`src/rtl/elevator_request_manager.sv`:
```
// elevator_request_manager
//   Latches car-panel and hall call buttons into pending-request registers and
//   presents them to the elevator state controller relative to the current floor.
//   Requests are cleared as the controller serves them (door_wait at a floor).
//
// Ports:
//   clk, reset         clock, synchronous active-high reset
//   car_btn            car-panel floor buttons (level)
//   hall_up_btn        hall up-call buttons (level)
//   hall_dn_btn        hall down-call buttons (level)
//   floor              current floor from controller
//   moving_up/down     controller direction outputs
//   door_wait          car stopped with door cycle active
//   dest_up/dest_down  pending requests strictly above / below floor
//   arrive             a stop is required at the current floor
//   open_out           pending hall calls per floor
//   any_req            any request pending
//   fault              sticky: floor out of range or both directions asserted
module elevator_request_manager #(
  parameter int unsigned N  = 20,
  parameter int unsigned FW = 5
) (
  input  logic          clk,
  input  logic          reset,
  input  logic [N-1:0]  car_btn,
  input  logic [N-1:0]  hall_up_btn,
  input  logic [N-1:0]  hall_dn_btn,
  input  logic [FW-1:0] floor,
  input  logic          moving_up,
  input  logic          moving_down,
  input  logic          door_wait,
  output logic [N-1:0]  dest_up,
  output logic [N-1:0]  dest_down,
  output logic          arrive,
  output logic [N-1:0]  open_out,
  output logic          any_req,
  output logic          fault
);

  typedef enum logic [1:0] {
    IDLE = 2'b00,
    UP   = 2'b01,
    DOWN = 2'b10
  } dir_t;

  dir_t         state, state_d;
  logic [N-1:0] car_req, hup_req, hdn_req;
  logic [N-1:0] car_prev, hup_prev, hdn_prev;
  // Low for the first cycle after reset so buttons held through reset do not latch.
  logic         armed;

  logic         floor_ok;
  logic [N-1:0] f_hot, above, below;
  logic [N-1:0] car_s, hup_s, hdn_s, all_s;
  logic         up_pend_s, dn_pend_s;
  logic [N-1:0] car_clr, hup_clr, hdn_clr;
  logic [N-1:0] car_n, hup_n, hdn_n, all_n;
  logic         car_f, hup_f, hdn_f, up_beyond, dn_beyond;
  logic [N-1:0] dest_up_d, dest_down_d, open_d;
  logic         arrive_d, any_d, fault_d;

  // Next-state request registers, direction and outputs.
  always_comb begin
    floor_ok = 32'(floor) < N;
    f_hot    = '0;
    above    = '0;
    below    = '0;
    for (int unsigned i = 0; i < N; i++) begin
      f_hot[i] = floor_ok && (32'(floor) == i);
      above[i] = i > 32'(floor);
      below[i] = floor_ok && (i < 32'(floor));
    end

    car_s = car_req | (armed ? (car_btn     & ~car_prev) : '0);
    hup_s = hup_req | (armed ? (hall_up_btn & ~hup_prev) : '0);
    hdn_s = hdn_req | (armed ? (hall_dn_btn & ~hdn_prev) : '0);
    all_s = car_s | hup_s | hdn_s;
    up_pend_s = |(all_s & above);
    dn_pend_s = |(all_s & below);

    // The opposite-direction hall call at f is only served when the car will reverse.
    car_clr = '0;
    hup_clr = '0;
    hdn_clr = '0;
    if (door_wait && floor_ok) begin
      car_clr = f_hot;
      if (state == UP) begin
        hup_clr = f_hot;
        hdn_clr = up_pend_s ? '0 : f_hot;
      end else if (state == DOWN) begin
        hdn_clr = f_hot;
        hup_clr = dn_pend_s ? '0 : f_hot;
      end else begin
        hup_clr = f_hot;
        hdn_clr = f_hot;
      end
    end

    // Clear beats a same-cycle set: a press at the open floor counts as served.
    car_n = car_s & ~car_clr;
    hup_n = hup_s & ~hup_clr;
    hdn_n = hdn_s & ~hdn_clr;
    all_n = car_n | hup_n | hdn_n;

    state_d = state;
    if (moving_up && moving_down) begin
      state_d = state;
    end else if (moving_up) begin
      state_d = UP;
    end else if (moving_down) begin
      state_d = DOWN;
    end else if ((state != IDLE) && door_wait && (all_n == '0)) begin
      state_d = IDLE;
    end

    car_f     = |(car_n & f_hot);
    hup_f     = |(hup_n & f_hot);
    hdn_f     = |(hdn_n & f_hot);
    up_beyond = |(all_n & above);
    dn_beyond = |(all_n & below);

    if (state_d == UP) begin
      arrive_d = car_f | hup_f | (hdn_f & ~up_beyond);
    end else if (state_d == DOWN) begin
      arrive_d = car_f | hdn_f | (hup_f & ~dn_beyond);
    end else begin
      arrive_d = car_f | hup_f | hdn_f;
    end

    dest_up_d   = all_n & above;
    dest_down_d = all_n & below;
    open_d      = hup_n | hdn_n;
    any_d       = |all_n;
    fault_d     = fault | ~floor_ok | (moving_up & moving_down);
  end

  // All state and registered outputs.
  always_ff @(posedge clk) begin
    if (reset) begin
      state     <= IDLE;
      car_req   <= '0;
      hup_req   <= '0;
      hdn_req   <= '0;
      car_prev  <= '0;
      hup_prev  <= '0;
      hdn_prev  <= '0;
      armed     <= 1'b0;
      dest_up   <= '0;
      dest_down <= '0;
      arrive    <= 1'b0;
      open_out  <= '0;
      any_req   <= 1'b0;
      fault     <= 1'b0;
    end else begin
      state     <= state_d;
      car_req   <= car_n;
      hup_req   <= hup_n;
      hdn_req   <= hdn_n;
      car_prev  <= car_btn;
      hup_prev  <= hall_up_btn;
      hdn_prev  <= hall_dn_btn;
      armed     <= 1'b1;
      dest_up   <= dest_up_d;
      dest_down <= dest_down_d;
      arrive    <= arrive_d;
      open_out  <= open_d;
      any_req   <= any_d;
      fault     <= fault_d;
    end
  end

endmodule
```
`config.mk`:
```
export PLATFORM = sky130hd
export DESIGN_NAME = elevator_request_manager
export DESIGN_NICKNAME = d
export VERILOG_FILES = /design/src/rtl/elevator_request_manager.sv
export SDC_FILE = /design/constraint.sdc
export NUM_CORES = 1
export LEC_CHECK = 0
export CORE_UTILIZATION = 45
export CTS_BUF_LIST = sky130_fd_sc_hd__clkbuf_8
export CTS_CLUSTER_SIZE = 12
export DETAILED_ROUTE_END_ITERATION = 10
export HOLD_SLACK_MARGIN = 0.02
export PLACE_DENSITY = 0.72
export SETUP_SLACK_MARGIN = 0.05
export SLEW_MARGIN = 20
export SYNTH_ARGS = -nofsm -noshare
export SYNTH_HDL_FRONTEND = slang
export SYNTH_SLANG_ARGS = --single-unit
```
`constraint.sdc`:
```
create_clock -name clk -period 4.05 [get_ports clk]
set_input_delay 0.81 -clock clk [delete_from_list [all_inputs] [get_ports clk]]
set_output_delay 0.81 -clock clk [all_outputs]
set_load 0.05 [all_outputs]
```
# [Yosys cells after proc, flatten, opt, wreduce, memory -nomap -nowiden]
# Index checks and enable logic that the tools add are counted.
[word_totals] register_bits=186 in_bits=70 out_inout_bits=63 word_cells=190
[classes] n_lt_le_gt_ge=40 n_eq_ne=23 muxes=18 bitwise_logic=40 n_reduce_logical=55
[op_table] op="$and 20x20->20" count=13
[op_table] op="$mux 20" count=11
[op_table] op="$or 20x20->20" count=8
[op_table] op="$reduce_or 20->1" count=8
[op_table] op="$not 20->20" count=6
[op_table] op="$logic_and 1x1->1" count=44
[op_table] op="$eq 5x4->1 const B" count=8
[op_table] op="$gt 4x5->1 const A" count=8
[op_table] op="$lt 4x5->1 const A" count=8
[op_table] op="$eq 5x3->1 const B" count=4
[op_table] op="$eq 5x5->1 const B" count=4
[op_table] op="$gt 3x5->1 const A" count=4
[op_table] op="$gt 5x5->1 const A" count=4
[op_table] op="$logic_not 20->1" count=1
[op_table] op="$lt 3x5->1 const A" count=4
[op_table] op="$lt 5x5->1 const A" count=4
[op_table] op="$eq 5x2->1 const B" count=2
[op_table] op="$gt 2x5->1 const A" count=2
[op_table] op="$lt 1x5->1 const A" count=2
[op_table] op="$lt 2x5->1 const A" count=2
[op_table] op="$mux 2" count=4
[op_table] op="$or 1x1->1" count=7
[op_table] op="$eq 5x1->1 const B" count=1
[op_table] op="$gt 1x5->1 const A" count=1
[op_table] op="8 further kinds" count=16

# [Longest topological paths before layout]
# Gate-level depths: netlist of run 1.
[depth] word_depth=25 ltp_mapped=17 ltp_nobuf=12

# [Worst setup path after synthesis of run 1]
# OpenSTA, ideal clock, no wires.
[synth_path] path_type="input-to-reg" start="input port floor[4]" end="register arrive" setup_time_ns=0.122 arrival_time_ns=3.993 required_time_ns=3.928 path_slack_ns=-0.065 stages=14 path_buffers=2 path_cell_list="buf_2 -> clkbuf_1 -> or4b_4 -> nor2_1 -> o211ai_1 -> o211ai_1 -> nand3_1 -> o21ai_0 -> and4_1 -> nand4b_1 -> or4_4 -> o21ai_2 -> a21oi_1 -> o311a_1"
[synth_between] elab_chain_cells=21 word_cells_on_any_way=150 cone_classes="40 x order compare; 21 x eq/ne; 14 x mux; 24 x bitwise; 51 x reduce/logical"
[synth_lines] element="from (decl)" line="28" rtl="input logic [FW-1:0] floor,"
[synth_lines] element="$lt 5x5->1, or another cell as far along" line="64" rtl="floor_ok = 32'(floor) < N;"
[synth_lines] element="$logic_and 1x1->1" line="71" rtl="below[i] = floor_ok && (i < 32'(floor));"
[synth_lines] element="$and 20x20->20" line="79" rtl="dn_pend_s = |(all_s & below);"
[synth_lines] element="$reduce_or 20->1" line="79"
[synth_lines] element="$mux 20" line="92" rtl="hup_clr = dn_pend_s ? '0 : f_hot;"
[synth_lines] element="$mux 20" line="90" rtl="end else if (state == DOWN) begin"
[synth_lines] element="$mux 20" line="87" rtl="if (state == UP) begin"
[synth_lines] element="$mux 20" line="85" rtl="if (door_wait && floor_ok) begin"
[synth_lines] element="[5 not listed]"
[synth_lines] element="$logic_and 1x1->1" line="112" rtl="end else if ((state != IDLE) && door_wait && (all_n == '0)) begin"
[synth_lines] element="$mux 2" line="112"
[synth_lines] element="$mux 2" line="110" rtl="end else if (moving_down) begin"
[synth_lines] element="$mux 2" line="108" rtl="end else if (moving_up) begin"
[synth_lines] element="$mux 2" line="106" rtl="if (moving_up && moving_down) begin"
[synth_lines] element="$eq 2x2->1" line="124" rtl="end else if (state_d == DOWN) begin"
[synth_lines] element="$mux 1" line="124"
[synth_lines] element="$mux 1 (*)" line="122" rtl="if (state_d == UP) begin"
[synth_lines] element="to (signal assigned)" line="165" rtl="arrive <= arrive_d;"
[synth_lines] element="to (decl)" line="34" rtl="output logic arrive,"
# Every way passes the cells marked *; elsewhere a longest branch is shown, timed or not.
# A chain may end at the register's enable or synchronous reset.

# [Worst setup path in the final report of run 1]
[layout_path] start="input port car_btn[14]" end="register arrive"
[layout_between] elab_chain_cells=24 word_cells_on_any_way=52 cone_classes="2 x eq/ne; 14 x mux; 27 x bitwise; 9 x reduce/logical"
[layout_lines] element="from (decl)" line="25" rtl="input logic [N-1:0] car_btn,"
[layout_lines] element="$and 20x20->20 (*)" line="74" rtl="car_s = car_req | (armed ? (car_btn & ~car_prev) : '0);"
[layout_lines] element="$mux 20 (*)" line="74"
[layout_lines] element="$or 20x20->20 (*)" line="74"
[layout_lines] element="$or 20x20->20 (2 in series)" line="77" rtl="all_s = car_s | hup_s | hdn_s;"
[layout_lines] element="$and 20x20->20" line="79"
[layout_lines] element="$reduce_or 20->1" line="79"
[layout_lines] element="$mux 20" line="92"
[layout_lines] element="$mux 20" line="90"
[layout_lines] element="[7 not listed]"
[layout_lines] element="$logic_and 1x1->1" line="112"
[layout_lines] element="$mux 2" line="112"
[layout_lines] element="$mux 2" line="110"
[layout_lines] element="$mux 2" line="108"
[layout_lines] element="$mux 2" line="106"
[layout_lines] element="$eq 2x2->1" line="124"
[layout_lines] element="$mux 1" line="124"
[layout_lines] element="$mux 1 (*)" line="122"
# Marks and branches as above.

==> results of run 1 <==
==> placed cells by master (no fill, tap or decap), types with 5 or more instances in the layout <==
cell type / netlist / layout
sky130_fd_sc_hd__buf_4: 1 / 291
sky130_fd_sc_hd__dfxtp_1: 185 / 183
sky130_fd_sc_hd__nor2_1: 127 / 125
sky130_fd_sc_hd__clkdlybuf4s50_1: 0 / 117
sky130_fd_sc_hd__nor2b_1: 72 / 71
sky130_fd_sc_hd__a21oi_1: 49 / 46
sky130_fd_sc_hd__nand2_1: 44 / 41
sky130_fd_sc_hd__inv_1: 31 / 30
sky130_fd_sc_hd__nor3_1: 28 / 28
sky130_fd_sc_hd__nand3b_1: 21 / 21
sky130_fd_sc_hd__o22ai_1: 23 / 20
sky130_fd_sc_hd__and3b_1: 25 / 19
sky130_fd_sc_hd__a31oi_1: 18 / 18
sky130_fd_sc_hd__clkbuf_8: 0 / 18
sky130_fd_sc_hd__o21ai_0: 27 / 16
sky130_fd_sc_hd__a21o_1: 17 / 16
sky130_fd_sc_hd__nand2b_1: 14 / 13
sky130_fd_sc_hd__nand3_1: 13 / 13
sky130_fd_sc_hd__nand4_1: 11 / 11
sky130_fd_sc_hd__o21ai_1: 4 / 10
sky130_fd_sc_hd__a211oi_1: 10 / 10
sky130_fd_sc_hd__or2_2: 10 / 9
sky130_fd_sc_hd__o32ai_1: 10 / 9
sky130_fd_sc_hd__buf_6: 6 / 9
sky130_fd_sc_hd__or3_1: 9 / 8
sky130_fd_sc_hd__o211ai_1: 8 / 8
sky130_fd_sc_hd__dlygate4sd2_1: 0 / 8
sky130_fd_sc_hd__and3b_2: 0 / 6
sky130_fd_sc_hd__and3_1: 7 / 6
sky130_fd_sc_hd__and2_1: 6 / 6
sky130_fd_sc_hd__inv_6: 0 / 6
sky130_fd_sc_hd__nor4_2: 1 / 5
sky130_fd_sc_hd__o21ai_2: 1 / 5
sky130_fd_sc_hd__nand4bb_1: 6 / 5
sky130_fd_sc_hd__o21a_1: 5 / 5
==> stage by stage <==
step	cells	setup WS, ps	hold slack, ps	power, mW	setup TNS (ps)
2_1_floorplan	932	69.0	495	2.59	0
3_3_place_gp	1514	-697	509	3.25	-2240
3_5_place_dp	1514	-716	517	3.26	-2260
4_1_cts	1556	50.3	533	4.58	0
5_1_grt	1567	14.0	587	4.79	0
6_report	1567	77.4	544	4.64	0
==> cells by family (layout without fill, tap and decap cells) <==
family	after synthesis	count (layout)	share of synthesized area, %
buffers and inverters	88	498	4.79
AO/OA/AOI/OAI	224	224	19.0
AND/OR/NAND/NOR	429	429	29.8
flip-flops	185	185	45.9
other	1	2	0.0465
multiplexers	4	4	0.527
==> how the worst min path moves through the flow <==
stage / startpoint / to / slack [ps] / cells past startpoint
after floorplan: car_req[16]$_SDFF_PP0_ / car_req[16]$_SDFF_PP0_ / 490 / 2
after global placement: fault$_SDFF_PP0_ / fault$_SDFF_PP0_ / 510 / 2
after detailed placement: car_req[2]$_SDFF_PP0_ / car_req[2]$_SDFF_PP0_ / 520 / 2
after CTS: car_req[2]$_SDFF_PP0_ / car_req[2]$_SDFF_PP0_ / 530 / 2
after global routing: fault$_SDFF_PP0_ / fault$_SDFF_PP0_ / 590 / 2
final: fault$_SDFF_PP0_ / fault$_SDFF_PP0_ / 540 / 2
==> tightest hold or removal path, delay by kind of cell (launching register included) <==
kind | cells | cell delay [ps]
flip-flops | 1 | 340
AO/OA/AOI/OAI | 2 | 180
==> what timing repair did <==
action / CTS / global route
resized for setup: 50 / 47
pin swaps: 19 / 18
setup endpoints to repair: 4 / 4
setup buffers: 10 / 11
==> power groups by stage <==
| stage | Sequential (mW) | Combinational, mW | Clock [mW] |
|---|---|---|---|
| finish | 1.98 | 1.34 | 1.32 |
| global route | 1.99 | 1.40 | 1.39 |
| CTS | 1.98 | 1.28 | 1.33 |
| detailed placement | 2.02 | 1.24 | 0 |
| global placement | 2.02 | 1.24 | 0 |
| floorplan | 2.16 | 0.424 | 0 |
==> registers in the layout, summed over array words and instances, names as in the netlist <==
name and flops:
car_prev 20, car_req 20, dest_down 20, hdn_prev 20
hdn_req 20, hup_prev 20, hup_req 20, open_out 20
dest_up 19, state 2, any_req 1, armed 1
arrive 1, fault 1
==> routing by layer <==
metal	vias to the layer above	share of wire (%)	GRT usage, %
li1	4136	-	-
met1	4258	42	48.3
met2	451	45	59.6
met3	104	8.2	7.72
met4	6	4.3	18.6
met5	-	0.12	0
==> cell type report <==
cell class,count,area [µm²]
fill,1364,4960
multi-input combinational,659,4290
sequential,185,3710
timing repair buffer,434,3640
tap,225,282
clock buffer,18,248
clock inverter,14,178
inverter,32,120
==> impl_metrics.py, run 1 <==
metrics = {
    "run_status": {
        "status": "finished clean",
    },
    "grt": {
        "antenna_found_initial": 3,
        "grt_pass1_vias": 8721,
        "gr-usage-all-layers_pct": 37.5,
        "overflow": 0,
        "grt_first_pass_wirelength_um": 50500,
        "grt_max_degree": 65,
    },
    "hold_path": {
        "min-delay-path-class": "reg2reg",
    },
    "yosys": {
        "synth_edf_count": 0,
        "top_cell_type_by_total_area_after_synthesis": "sky130_fd_sc_hd__dfxtp_1",
        "syn-instance-count": 931,
        "synthesized_flop_and_latch_total": 185,
        "ys_async_sr_fraction_pct": 0,
        "synth_area_um2": 8070,
        "synth_most_common_cell": "sky130_fd_sc_hd__dfxtp_1",
        "synthTopCellsByCount": "sky130_fd_sc_hd__dfxtp_1 (185), sky130_fd_sc_hd__nor2_1 (127), sky130_fd_sc_hd__nor2b_1 (72)",
        "synth-seq-area-share_pct": 45.9,
        "yosys_warnings": 0,
        "synth_area_per_cell_um2": 8.67,
        "synth_top_flop_cell": "sky130_fd_sc_hd__dfxtp_1",
        "synth_cell_types": 73,
        "post-synth-top-area-fraction_pct": 45.9,
        "synthTopCellsByArea": "sky130_fd_sc_hd__dfxtp_1 (46%), sky130_fd_sc_hd__nor2_1 (5.9%), sky130_fd_sc_hd__nor2b_1 (5.6%), sky130_fd_sc_hd__a21oi_1 (3.0%), sky130_fd_sc_hd__and3b_1 (2.7%)",
    },
    "floorplanning": {
        "die-area_um2": 18500,
        "row_count": 48,
        "floorplan.core_area_um2": 17400,
        "die_h_um": 136,
        "floorplan.die.width_um": 136,
        "starting_density_of_the_core_pct": 46.4,
        "io-pin-count": 133,
    },
    "timing": {
        "max_slew.worst_pin.slew_ps": 624,
        "maxSlewHeadroom_pct": 58.4,
        "rsz0062_at_grt": "true",
        "finalHoldViolations": 0,
        "period_minus_slack_ps": 3970,
        "finalCritPeriodShare_pct": 98.1,
        "setup-violations-final": 0,
        "drv_slew": 0,
        "worst_clock_skew_ps": 20.6,
        "timing.fmax_mhz": 252,
    },
    "clock_tree": {
        "clock_latency_ps": 480,
        "htree_levels": 4,
        "clock-sinks": 185,
        "postCtsHoldBufs": 0,
        "max-clock-path-buffers": 2,
        "clk_root_buffer_cell": "sky130_fd_sc_hd__clkbuf_8",
        "tritoncts": "built",
        "cts_made_buffers": 17,
        "worst_setup_hold_path_clk_slew_ps": 90,
    },
    "placed_design": {
        "gp_congestion": 1.03,
        "postPlaceCellArea_um2": 11600,
        "io_buffer_count": 131,
        "hpwl_after_detailed_placement_um": 26500,
    },
    "pwr": {
        "p_int_mw": 3.09,
        "power.share.switching_pct": 33.6,
        "cellLeakagePower_nw": 5.27,
        "power_per_cell_area_nw_per_um2": 373,
        "power.share.sequential_pct": 42.6,
        "comb_power_share_pct": 28.9,
        "p_switching_mw": 1.56,
        "clockPowerShare_pct": 28.4,
        "vdd_drop_max_mv": 0.248,
    },
    "detailed_routing": {
        "routedWlPerCell_um": 21.8,
        "ant_nets": 0,
        "drt_pre_antenna_iters": 5,
        "route.detailed.drc": 0,
        "detail_route.iter0.violations": 1009,
        "finalWirelength_um": 34200,
        "detailroute.via_count": 8955,
        "vias_per_cell": 5.71,
    },
    "cells_and_area": {
        "final_cell_area_um2": 12500,
        "fraction_of_final_layout_cells_sized_beyond_drive_strength_1_pct": 31.3,
        "final_core_util_pct": 71.5,
        "antenna_cells_inserted": 0,
        "finalNetCount": 1399,
        "area.growth.synth_to_final_pct": 54.4,
    },
    "setup_path": {
        "endpoint": "arrive$_SDFF_PP0_",
        "worst_ep_arrival_time_ps": 4330,
        "crit_path_start_kind": "primary input",
        "crit_buf_inv": 3,
        "cpMaxStageDelayCell": "sky130_fd_sc_hd__or4_4",
        "slowest_delay_ps": 590,
        "worstReg2RegEnd": "arrive$_SDFF_PP0_",
        "timing.reg2reg.worst_path_depth": 14,
        "worst_setup_path_startpoint": "car_btn[14]",
        "worst_r2r_startpoint": "car_req[17]$_SDFF_PP0_",
        "critPathTopFamily": "simple AND/OR/NAND/NOR gates",
        "setup.worst_path.class": "in2reg",
        "worstPathMaxFanout": 7,
        "critical_path_cell_count": 14,
        "critical_path_required_time_ps": 4410,
        "worstPathCellList": "clkdlybuf4s50_1 > and3b_1 > nand4b_1 > inv_2 > o32ai_2 > or4_4 > o21ai_4 > buf_6 > a21o_1 > nand4_1 > or4_4 > o21ai_4 > a21oi_2 > o311a_1",
        "endpoint_kind": "register",
        "worst-r2r-setup-slack_ps": 120,
    },
    "flow_run": {
        "max-cap-violations": 0,
    },
}
Note: power is estimated with default switching activity, not from simulation.
==> inputs of run 2 (changes only) <==
--- a/config.mk
+++ b/config.mk
@@ -5,12 +5,14 @@
 export SDC_FILE = /design/constraint.sdc
 export NUM_CORES = 1
 export LEC_CHECK = 0
-export CORE_UTILIZATION = 45
+export CELL_PAD_IN_SITES_DETAIL_PLACEMENT = 1
+export CELL_PAD_IN_SITES_GLOBAL_PLACEMENT = 1
+export CORE_UTILIZATION = 37
 export CTS_BUF_LIST = sky130_fd_sc_hd__clkbuf_8
 export CTS_CLUSTER_SIZE = 12
 export DETAILED_ROUTE_END_ITERATION = 10
 export HOLD_SLACK_MARGIN = 0.02
-export PLACE_DENSITY = 0.72
+export PLACE_DENSITY_LB_ADDON = 0.1
 export SETUP_SLACK_MARGIN = 0.05
 export SLEW_MARGIN = 20
 export SYNTH_ARGS = -nofsm -noshare
==> impl_metrics.py, run 2 (synthesis results as in run 1) <==
metrics = {
    "setup_path": {
        "crit_buf_inv": 23,
        "worst_ep_arrival_time_ps": 4390,
        "crit_path_start_kind": "register",
        "cpMaxStageDelayCell": "sky130_fd_sc_hd__dfxtp_4",
        "endpoint_kind": "register",
        "critPathTopFamily": "buffers and inverters",
        "crit_path_frequent_cell": "sky130_fd_sc_hd__buf_4",
        "slowest_delay_ps": 520,
        "setup.worst_path.class": "reg2reg",
        "worstPathMaxFanout": 16,
        "critical_path_required_time_ps": 4440,
    },
    "floorplanning": {
        "starting_density_of_the_core_pct": 38.0,
        "die-area_um2": 22400,
        "floorplan.die.width_um": 150,
        "floorplan.core_area_um2": 21200,
        "row_count": 53,
        "io-pin-count": 133,
        "die_h_um": 150,
    },
    "timing": {
        "setup-violations-final": 0,
        "setup_slack_ps": 51.7,
        "drv_slew": 0,
        "hold_slack_ps": 532,
        "maxSlewHeadroom_pct": 49.7,
        "timing.fmax_mhz": 250,
        "period_minus_slack_ps": 4000,
        "timing.setup.tns_ps": 0,
        "worst_clock_skew_ps": 21.3,
        "finalCritPeriodShare_pct": 98.7,
        "max_slew.worst_pin.slew_ps": 750,
        "rsz0062_at_grt": "true",
        "finalHoldViolations": 0,
    },
    "detailed_routing": {
        "finalWirelength_um": 40500,
        "vias_per_cell": 5.70,
        "route.detailed.drc": 0,
        "detailroute.via_count": 9393,
        "ant_nets": 0,
        "drt_pre_antenna_iters": 6,
        "detail_route.iter0.violations": 643,
        "routedWlPerCell_um": 24.6,
    },
    "cells_and_area": {
        "final_cell_mix": "sky130_fd_sc_hd__buf_4 (325), sky130_fd_sc_hd__dfxtp_1 (183), sky130_fd_sc_hd__nor2_1 (123)",
        "finalNetCount": 1431,
        "area.growth.synth_to_final_pct": 57.3,
        "post_layout_nonfiller_instances": 1648,
        "most_common_cell_after_layout_fill_and_taps_aside": "sky130_fd_sc_hd__buf_4",
        "fraction_of_final_layout_cells_sized_beyond_drive_strength_1_pct": 32.6,
        "antenna_cells_inserted": 0,
        "fillers": 2495,
        "final_core_util_pct": 59.8,
        "final_cell_area_um2": 12700,
    },
    "clock_tree": {
        "htree_levels": 4,
        "clock_latency_ps": 490,
        "cts_made_buffers": 17,
        "max-clock-path-buffers": 2,
        "clock-sinks": 185,
        "tritoncts": "built",
        "worst_setup_hold_path_clk_slew_ps": 100,
        "clk_root_buffer_cell": "sky130_fd_sc_hd__clkbuf_8",
    },
    "placed_design": {
        "placement.setup.worst_slack_ps": -827,
        "place.detailed.instances": 1567,
        "postPlaceCellArea_um2": 11700,
        "hpwl_after_detailed_placement_um": 30300,
        "io_buffer_count": 131,
        "gp_congestion": 1.00,
    },
    "pwr": {
        "clockPowerShare_pct": 27.4,
        "power.share.switching_pct": 34.5,
        "p_int_mw": 3.09,
        "p_switching_mw": 1.63,
        "power_per_cell_area_nw_per_um2": 371,
        "cellLeakagePower_nw": 5.43,
        "finalPower_mw": 4.72,
        "comb_power_share_pct": 30.5,
        "vdd_drop_max_mv": 0.246,
        "power.share.sequential_pct": 42.1,
    },
    "grt": {
        "overflow": 0,
        "grt_pass1_vias": 9638,
        "gr-usage-all-layers_pct": 35.7,
        "grt_max_degree": 65,
        "grt_first_pass_wirelength_um": 58400,
        "antenna_found_initial": 2,
    },
    "flow_run": {
        "max-cap-violations": 0,
    },
    "run_status": {
        "status": "finished clean",
    },
    "hold_path": {
        "min-delay-path-class": "reg2reg",
    },
}
-- run 2: final timing paths --
kind	from	slack (ps)	cells after the start	end
max	armed$_DFF_P_	50	26	dest_down[14]$_SDFF_PP0_
min	car_req[2]$_SDFF_PP0_	530	2	car_req[2]$_SDFF_PP0_
max reg2reg	armed$_DFF_P_	50	26	dest_down[14]$_SDFF_PP0_
min reg2reg	car_req[2]$_SDFF_PP0_	530	2	car_req[2]$_SDFF_PP0_
-- run 2: worst register-to-register path, stage by stage, from the launching register on --
cell,delay (ps)
sky130_fd_sc_hd__dfxtp_4,520
sky130_fd_sc_hd__buf_8,220
sky130_fd_sc_hd__nand3b_1,140
sky130_fd_sc_hd__nand4b_1,100
sky130_fd_sc_hd__buf_4,160
sky130_fd_sc_hd__inv_2,50
sky130_fd_sc_hd__buf_4,130
sky130_fd_sc_hd__buf_4,120
sky130_fd_sc_hd__buf_4,120
sky130_fd_sc_hd__buf_4,120
sky130_fd_sc_hd__buf_4,120
sky130_fd_sc_hd__buf_4,130
sky130_fd_sc_hd__buf_4,130
sky130_fd_sc_hd__buf_4,120
sky130_fd_sc_hd__buf_4,130
sky130_fd_sc_hd__buf_4,130
sky130_fd_sc_hd__buf_4,130
sky130_fd_sc_hd__buf_4,120
sky130_fd_sc_hd__buf_4,120
sky130_fd_sc_hd__buf_4,120
sky130_fd_sc_hd__buf_4,120
sky130_fd_sc_hd__buf_4,120
sky130_fd_sc_hd__buf_4,120
sky130_fd_sc_hd__buf_4,120
sky130_fd_sc_hd__buf_4,120
sky130_fd_sc_hd__buf_4,140
sky130_fd_sc_hd__nor4_1,210
-- run 2: power groups by stage --
stage	combinational (mW)	sequential (mW)	clock [mW]
3_5_place_dp	1.27	2.03	0
4_1_cts	1.35	1.99	1.31
6_report	1.44	1.99	1.29
3_3_place_gp	1.26	2.02	0
5_1_grt	1.49	2.00	1.37
2_1_floorplan	0.424	2.16	0
-- run 2: cell type report --
class                   instances  area, µm²  share of cell area [%]
multi-input cells             659       4240                    33.4
repair buffers                466       3890                    30.7
flip-flops and latches        185       3710                    29.2
well taps                     275        344                    2.71
clock buffers                  17        234                    1.84
clock inverters                14        159                    1.25
inverters                      32        120                   0.946
-- run 2: routing by layer --
| metal | GRT usage (%) | part of all wire (%) | wire length (µm) |
|---|---|---|---|
| met1 | 44.6 | 42 | 16900 |
| met2 | 59.5 | 47 | 18900 |
| met3 | 5.88 | 6.4 | 2580 |
| met4 | 17.5 | 5.2 | 2100 |
| met5 | 0 | 0.030 | 12 |
-- run 2: timing repair --
| item | 4_1_cts | 5_1_grt |
|---|---|---|
| endpoints found under the setup margin | 4 | 6 |
| resized for setup | 54 | 32 |
| pin swaps | 22 | 22 |
| hold buffers | 0 | 0 |
| buffers inserted | 36 | 14 |
==> variant (flow settings as in run 1) <==
`FW`: 5 -> 10.
--- a/src/rtl/elevator_request_manager.sv
+++ b/src/rtl/elevator_request_manager.sv
@@ -18,7 +18,7 @@
 //   fault              sticky: floor out of range or both directions asserted
 module elevator_request_manager #(
   parameter int unsigned N  = 20,
-  parameter int unsigned FW = 5
+  parameter int unsigned FW = 10
 ) (
   input  logic          clk,
   input  logic          reset,
Ports: changed (resized floor); port bits go from 133 to 138. No check against the original RTL was run, so the function may have changed too.
==> variant against run 1 <==
Wire length grew 9.0%; area after synthesis decreased by 0.14%; sequential share of layout area decreased by 0.55 points; worst setup slack got worse by 0.038 ns; cell area is 1.8% higher; total power is 5.5% lower; clock skew is 0.0064 ns lower; combinational power is 17% lower; non-clock buffer count increased by 8; sequential cell count is the same; largest cell class unchanged.
==> variant: results (changes against run 1) <==
* Status: finished clean (unchanged)
* Slew HR at 48.4% (was 58.4%)
* Unique cell type count in the Yosys netlist at 77 (was 73)
* Non-Filler Instances at 1569 (was 1567)
* Layout cell share with drive strength beyond 1 at 31.5% (was 31.3%)
* Reg2reg start: armed (was car_req[17])
* Nets at 1405 (was 1399)
* First-pass GRT wire length at 53900 um (was 50500 um)
* Total GRT Usage at 40.3% (was 37.5%)
* Antenna violations before repair at 1 (was 3)
* Leakage Power at 5.31 nW (was 5.27 nW)
* Filler cell count at 1310 (was 1364)
* Largest net degree at the start of global routing at 45 (was 65)
* Syn avg cell area at 8.82 um2 (was 8.67 um2)
* VDD IR-drop max at 0.239 mV (was 0.248 mV)
* Compound-cell area share of the yosys netlist at 22.0% (was 19.0%)
* Vias in the first global route at 8973 (was 8721)
* Crit path DAT at 4.38 ns (was 4.33 ns)
* R2R setup slack at 0.22 ns (was 0.12 ns)
* Placed cell count at 1500 (was 1514)
* Vias at 9435 (was 8955)
* Sequential area share after synthesis at 45.9% (about the same)
* Iteration-0 DRC Markers at 1106 (was 1009)
* Reg2Reg Depth at 13 (was 14)
* Final wirelength at 37300 um (was 34200 um)
## variant: layer usage
layer  up-vias  global-route usage (%)  part of all wire, %  wire, um
met4         0                    21.5                  5.8      2160
met5         -                       0                    0         0
met1      4496                    49.8                   39     14500
met3       161                    8.20                  9.5      3540
met2       598                    65.8                   46     17000
li1       4180                       -                    -         -
## variant: metrics by stage
stage	area (um2)	setup TNS, ns	hold WS (ns)	setup WS (ns)	utilization, %
floorplan	8070	0	0.466	0.331	-
global placement	11600	-6.70	0.506	-0.644	66.4
detailed placement	11600	-7.29	0.517	-0.675	66.4
CTS	12300	0	0.531	0.0517	70.8
global route	12700	-0.0156	0.560	-0.0156	72.8
finish	12700	0	0.539	0.0394	72.8
## variant: worst max-delay path by stage
stage	startpoint	end
finish	floor[7]	dest_down[14]
global route	hall_dn_btn[17]	arrive
CTS	floor[8]	arrive
detailed placement	floor[8]	arrive
global placement	floor[8]	arrive
floorplan	floor[8]	arrive
## variant: area by class of cell
type,count,area (um2),share of cell area (%)
Inverter,54,203,1.60
Sequential cell,185,3700,29.2
Clock buffer,17,234,1.84
Timing Repair Buffer,442,3790,29.9
Antenna cell,1,2.50,0.0197
Tap cell,225,282,2.22
Multi-Input combinational cell,630,4270,33.7
Clock inverter,15,189,1.49
## variant: power groups by stage
stage	logic (mW)	registers (mW)	clock network, mW
after detailed placement	0.977	1.99	0
after global routing	1.15	1.96	1.42
final	1.11	1.95	1.33
after global placement	0.976	1.99	0
after CTS	1.03	1.95	1.33
after floorplan	0.343	2.07	0
## variant: what timing repair did
action	CTS	global route
gates cloned	1	0
endpoints found under the hold margin	0	0
pin swaps	20	29
buffers inserted	21	14
resized for setup	39	50
endpoints found under the setup margin	3	4
## variant: worst max-delay path, delay by kind of cell
family                 cells  cell delay [ns]
AO/OA/AOI/OAI              1             0.05
buffers and inverters     19             2.53
AND/OR/NAND/NOR            3             0.97
## variant: logic make-up (layout without fill, tap and decap cells)
group,after synthesis,after routing
DFF,185,185
and+or+nand+nor,380,380
muxes,1,1
AOI/OAI and AO/OA,247,247
other,1,3
buffers and inverters,100,528
